--- src/rtl/CPU_package.sv ---
`default_nettype none
// +----------------------------------------------------------------------+
// | CPU_package: shared CPU widths plus the instruction-queue entry type  |
// | Rev 1.1 - adds opcode/operand/PC split and prefetch queue depth       |
// +----------------------------------------------------------------------+
package CPU_package;

  localparam int DATA_WIDTH    = 16;
  localparam int ADDRESS_WIDTH = 12;
  localparam int OPCODE_WIDTH  = 4;
  localparam int OPERAND_WIDTH = DATA_WIDTH - OPCODE_WIDTH;
  localparam int PC_WIDTH      = ADDRESS_WIDTH;
  localparam int IQ_DEPTH      = 4;

  typedef struct packed {
    logic [OPCODE_WIDTH-1:0]  opcode;
    logic [OPERAND_WIDTH-1:0] operand;
    logic [PC_WIDTH-1:0]      pc;
  } ir_entry_t;

endpackage
`default_nettype wire

--- src/rtl/iq_storage.sv ---
`default_nettype none
// +----------------------------------------------------------------------+
// | iq_storage: DEPTH-entry register array, one write port, one read     |
// | Rev 1.0                                                              |
// +----------------------------------------------------------------------+
module iq_storage
  import CPU_package::*;
#(
  parameter int  DEPTH     = IQ_DEPTH,
  parameter int  PTR_WIDTH = $clog2(DEPTH),
  parameter type ENTRY_T   = ir_entry_t
) (
  input  logic                 clk,
  input  logic                 we,
  input  logic [PTR_WIDTH-1:0] waddr,
  input  ENTRY_T               wdata,
  input  logic [PTR_WIDTH-1:0] raddr,
  output ENTRY_T               rdata
);

  // Contents are don't-care after reset, so the array carries no reset.
  ENTRY_T mem_q [DEPTH];
  ENTRY_T mem_d [DEPTH];

  always_comb begin
    mem_d = mem_q;
    if (we) mem_d[waddr] = wdata;
  end

  always_ff @(posedge clk) begin
    mem_q <= mem_d;
  end

  assign rdata = mem_q[raddr];

endmodule
`default_nettype wire

--- src/rtl/instr_queue_register.sv ---
`default_nettype none
// +----------------------------------------------------------------------+
// | instr_queue_register: prefetch queue presenting a pre-split head IR  |
// | Rev 1.0                                                              |
// +----------------------------------------------------------------------+
module instr_queue_register #(
  parameter int DATA_WIDTH    = CPU_package::DATA_WIDTH,
  parameter int OPCODE_WIDTH  = CPU_package::OPCODE_WIDTH,
  parameter int OPERAND_WIDTH = DATA_WIDTH - OPCODE_WIDTH,
  parameter int PC_WIDTH      = CPU_package::ADDRESS_WIDTH,
  parameter int DEPTH         = CPU_package::IQ_DEPTH,
  parameter int CNT_WIDTH     = $clog2(DEPTH + 1)
) (
  input  logic                     iclk,
  input  logic                     irst_n,
  input  logic                     iflush,
  input  logic                     ins_valid,
  input  logic [DATA_WIDTH-1:0]    ins_data,
  input  logic [PC_WIDTH-1:0]      ins_pc,
  output logic                     ins_ready,
  output logic                     ir_valid,
  input  logic                     ir_ready,
  output logic [OPCODE_WIDTH-1:0]  opcode,
  output logic [OPERAND_WIDTH-1:0] address,
  output logic [PC_WIDTH-1:0]      ir_pc,
  output logic [CNT_WIDTH-1:0]     count
);

  localparam int                   c_ptr_w = $clog2(DEPTH);
  localparam logic [CNT_WIDTH-1:0] c_full  = CNT_WIDTH'(DEPTH);

  typedef struct packed {
    logic [OPCODE_WIDTH-1:0]  opcode;
    logic [OPERAND_WIDTH-1:0] operand;
    logic [PC_WIDTH-1:0]      pc;
  } entry_t;

  logic [c_ptr_w-1:0]   head_q, head_d, tail_q, tail_d;
  logic [CNT_WIDTH-1:0] count_q, count_d;
  logic                 ir_valid_q, ir_valid_d;
  entry_t               out_q, out_d, wr_entry, rd_entry;
  logic                 ready, push, pop;

  assign wr_entry = '{opcode:  ins_data[DATA_WIDTH-1 -: OPCODE_WIDTH],
                      operand: ins_data[OPERAND_WIDTH-1:0],
                      pc:      ins_pc};

  assign ready = (count_q < c_full) && !iflush;
  assign push  = ins_valid && ready;
  assign pop   = ir_valid_q && ir_ready && !iflush;

  always_comb begin : p_ptrs
    head_d  = head_q;
    tail_d  = tail_q;
    count_d = count_q;
    if (iflush) begin
      head_d  = '0;
      tail_d  = '0;
      count_d = '0;
    end else begin
      if (push) tail_d = tail_q + c_ptr_w'(1);
      if (pop)  head_d = head_q + c_ptr_w'(1);
      case ({push, pop})
        2'b10:   count_d = count_q + CNT_WIDTH'(1);
        2'b01:   count_d = count_q - CNT_WIDTH'(1);
        default: count_d = count_q;
      endcase
    end
    ir_valid_d = (count_d != '0);
  end

  // The storage is read at the next head so the output register loads the
  // new head in the same edge; a word landing at that slot now is bypassed.
  always_comb begin : p_out
    out_d = out_q;
    if (!iflush && count_d != '0) begin
      out_d = (push && head_d == tail_q) ? wr_entry : rd_entry;
    end
  end

  iq_storage #(
    .DEPTH     (DEPTH),
    .PTR_WIDTH (c_ptr_w),
    .ENTRY_T   (entry_t)
  ) u_storage (
    .clk   (iclk),
    .we    (push),
    .waddr (tail_q),
    .wdata (wr_entry),
    .raddr (head_d),
    .rdata (rd_entry)
  );

  always_ff @(posedge iclk or negedge irst_n) begin
    if (!irst_n) begin
      head_q     <= '0;
      tail_q     <= '0;
      count_q    <= '0;
      ir_valid_q <= 1'b0;
      out_q      <= '0;
    end else begin
      head_q     <= head_d;
      tail_q     <= tail_d;
      count_q    <= count_d;
      ir_valid_q <= ir_valid_d;
      out_q      <= out_d;
    end
  end

  assign ins_ready = ready;
  assign ir_valid  = ir_valid_q;
  assign opcode    = out_q.opcode;
  assign address   = out_q.operand;
  assign ir_pc     = out_q.pc;
  assign count     = count_q;

endmodule
`default_nettype wire
--- config.mk ---
export PLATFORM = sky130hd
export DESIGN_NAME = instr_queue_register
export DESIGN_NICKNAME = d
export VERILOG_FILES = /design/src/rtl/CPU_package.sv /design/src/rtl/iq_storage.sv /design/src/rtl/instr_queue_register.sv
export SDC_FILE = /design/constraint.sdc
export NUM_CORES = 1
export LEC_CHECK = 0
export CORE_MARGIN = 3
export CORE_UTILIZATION = 58
export CTS_BUF_LIST = sky130_fd_sc_hd__clkbuf_4 sky130_fd_sc_hd__clkbuf_8 sky130_fd_sc_hd__clkbuf_16
export CTS_CLUSTER_SIZE = 24
export DETAILED_ROUTE_END_ITERATION = 12
export PLACE_DENSITY_LB_ADDON = 0.1
export REMOVE_ABC_BUFFERS = 1
export SYNTH_ARGS = -nofsm -noshare
export SYNTH_HDL_FRONTEND = slang
export SYNTH_SLANG_ARGS = --single-unit
--- constraint.sdc ---
create_clock -name iclk -period 4.6 [get_ports iclk]
set_input_delay 0.69 -clock iclk [delete_from_list [all_inputs] [get_ports iclk]]
set_output_delay 0.69 -clock iclk [all_outputs]
set_load 0.02 [all_outputs]
==> qor.txt <==
Run status - complete, no violations
Final Hold Violating Endpoints - 0
H-tree depth - 4
Drt via density - 6.08
Worst path bufs/invs - 3
Crit path cell chain - clkdlybuf4s50_1, nor2b_2, and2b_4, inv_2, ha_1, fa_1, xnor2_1, nor2_1, o211ai_4, buf_4, nor2_1, a31oi_1
Fmax - 291 MHz
Global-route wire length before repair - 22000 µm
Path type of the worst setup path - in2reg
Worst skew pair latency - 0.52 ns
CTS Sinks - 148
Vias in the first global route - 4096
Worst slew margin - 32.5%
Synth warn - 0
Dominant register cell in the synthesized netlist - edfxtp_1
Mux contribution to synthesized area - 0.160%
Largest family of logic cells by synthesized area - compound AO/OA/AOI/OAI gates
Final min period - 3.43 ns
Core ar. - 0.0104 mm²
Seq pwr share - 41.8%
Synth top area share - 53.7%
Most common cell after layout, fill and taps aside - edfxtp_1
Initial DRC count - 280
Cells after Synth - 457
Net switching power - 1.14 mW
Max incr delay on CP - 0.82 ns
Longest Clk Path Bufs - 2
Top delay family on crit path - compound AO/OA/AOI/OAI gates
Final WL - 14300 µm
Antenna diodes - 0
Synth cell types - 41
Comb pwr share - 23.4%
Detailed Place HPWL - 7960 µm
Worst-path fanout max - 35
Largest net degree at the start of global routing - 41
Asr flop ratio synth - 24.3%
I/O pins - 66
CP startpoint kind - primary input
Inst Count DP - 638
CTS Hold Buffers Added - 0
Clock share of power - 34.8%
Setup Buffers After CTS - 0
Clock tree root buffer cell - clkbuf_8
Leakage - 2.67 nW
Post-CTS resize count - 0
Register area share after synthesis - 68.1%
Slowest CP cell - o211ai_4
Post-synth EDFFs - 112
Number of core rows - 37
Maxcap violations - 0
Finished Layout Cells - 670
Commonest non-fill, non-tap cells in the layout - edfxtp_1 (112), nand2_1 (86), clkdlybuf4s50_1 (64), dfrtp_1 (36), nor2_1 (34)
Average cell area after synthesis - 13.7 µm²
Int Power - 2.91 mW
IO Port Bufs - 65
Fraction of the mapped netlist area in simple logic gates - 12.0%
Grt total ovfl - 0
CP required - 5.03 ns
VDD IR max - 0.355 mV
Synthesized cell area - 0.00626 mm²
Post-Synth Adder-Cell Area - 1.32%
Arr. time, crit path - 3.86 ns
Initial antenna violation count - 0
Post-synthesis compound-gate area fraction - 13.1%
Switching Share - 28.2%
Unrepaired setup endpoints after global routing - no
Die Area - 0.0121 mm²
Worst hold path class - in2async
Final clock skew - 0.00568 ns
Setup_tns - 0 ns
Slew Limit Fails - 0
Area grow syn2layout - 21.0%
Layout cells sized above 1 - 12.5%
Most Frequent Cell on Critical Path - nor2_1
Initial core utilization - 60.1%
Power Density - 536 mW/mm²
Final ANT Viol Nets - 0
Synth top area cells - edfxtp_1 (54%), dfrtp_1 (14%), nand2_1 (5.2%)
Worst Setup End Kind - flip-flop
Wire length per cell - 21.3 µm
Synth Area in XOR/XNOR - 0.840%
Via count - 4073
Synthesized flop and latch total - 148
GRT Total Usage - 25.0%
Routability congestion estimate - 0.779
Clk pin slew, worst setup/hold paths - 0.06 ns
Total CTS buffers - 17
DR DRC count - 0
Setup violators final - 0
Die Y - 110 µm
Final nets - 560
Cell accounting for the most synthesized area - edfxtp_1
CTS tree - done
Drt pass-1 iters - 5
Period utilization - 74.6%
Tightest Pin Transition - 1.01 ns
Die Wd - 110 µm
[power by group through the flow]
stage	Combinational [mW]	Clock (mW)	Sequential, mW
2_1_floorplan	0.338	0	1.87
3_3_place_gp	0.933	0	1.72
3_5_place_dp	0.950	0	1.72
4_1_cts	0.959	1.43	1.70
5_1_grt	1.03	1.48	1.71
6_report	0.950	1.41	1.70
[flip-flops by register name (all words and copies together), names as in the netlist]
name,count
ir_valid,1
u_storage.mem_q,112
tail_q,2
ir_pc,12
address,12
head_q,2
count,3
opcode,4
[worst paths after layout]
check / start / end / slack [ns] / depth (start not counted)
setup / recovery: ins_valid / address[9] / 1.17 / 12
hold / removal: irst_n / opcode[2] / 0.31 / 1
min in group iclk: ir_pc[7] / ir_pc[7] / 0.55 / 2
max in group asynchronous: irst_n / ir_pc[6] / 3.70 / 1
setup reg to reg: count[2] / address[9] / 1.36 / 11
hold reg to reg: ir_pc[7] / ir_pc[7] / 0.55 / 2
[area by class of cell]
type	count	area (µm²)
fill	707	2840
clock buffer	19	429
tap	136	170
clock inverter	13	184
multi-input combinational	268	1740
sequential	148	4260
inverter	5	18.8
timing repair buffer	81	766
[cell families after synthesis]
logic type,count (synthesis)
AO/OA/AOI/OAI,92
XOR/XNOR,6
adder cells (fa/ha/maj),6
buffers and inverters,41
flip-flops,148
multiplexers,1
AND/OR/NAND/NOR,163
[worst reg2reg max path, cell delays in order, from the launching register on]
cell,delay [ns]
dfrtp_1,0.43
nor2b_2,0.17
and2b_4,0.20
inv_2,0.06
ha_1,0.21
fa_1,0.38
xnor2_1,0.22
nor2_1,0.12
o211ai_4,0.82
buf_4,0.33
nor2_1,0.06
a31oi_1,0.16
[cell usage after synthesis (all sizes together) (2+ instances only)]
cell type and n:
edfxtp 112, nand2 87, dfrtp 36, nor2 34
buf 33, a2111oi 28, a311o 28, a31oi 28
and3 28, ha 5, inv 5, and2 4
clkbuf 3, xnor2 3, xor2 3, a211oi 2
nor2b 2
[metal layers]
layer | up-vias | part of all wire (%) | global-route usage, %
met2 | 148 | 51 | 41.3
met1 | 2027 | 42 | 33.6
li1 | 1877 | - | -
met5 | - | 0 | 0
met3 | 21 | 5.9 | 5.23
met4 | 0 | 1.2 | 7.39
[stage by stage]
stage | utilization [%] | total power [mW] | worst slack (ns) | hold slack (ns) | area [µm²]
global route | 72.7 | 4.22 | 0.945 | 0.349 | 7570
floorplan | - | 2.20 | 0.452 | 0.394 | 6000
global placement | 66.8 | 2.65 | 0.787 | 0.534 | 6960
detailed placement | 66.8 | 2.67 | 0.642 | 0.541 | 6960
finish | 72.7 | 4.06 | 1.17 | 0.314 | 7570
CTS | 72.7 | 4.08 | 1.20 | 0.333 | 7570
(Power assumes the default switching activity.)
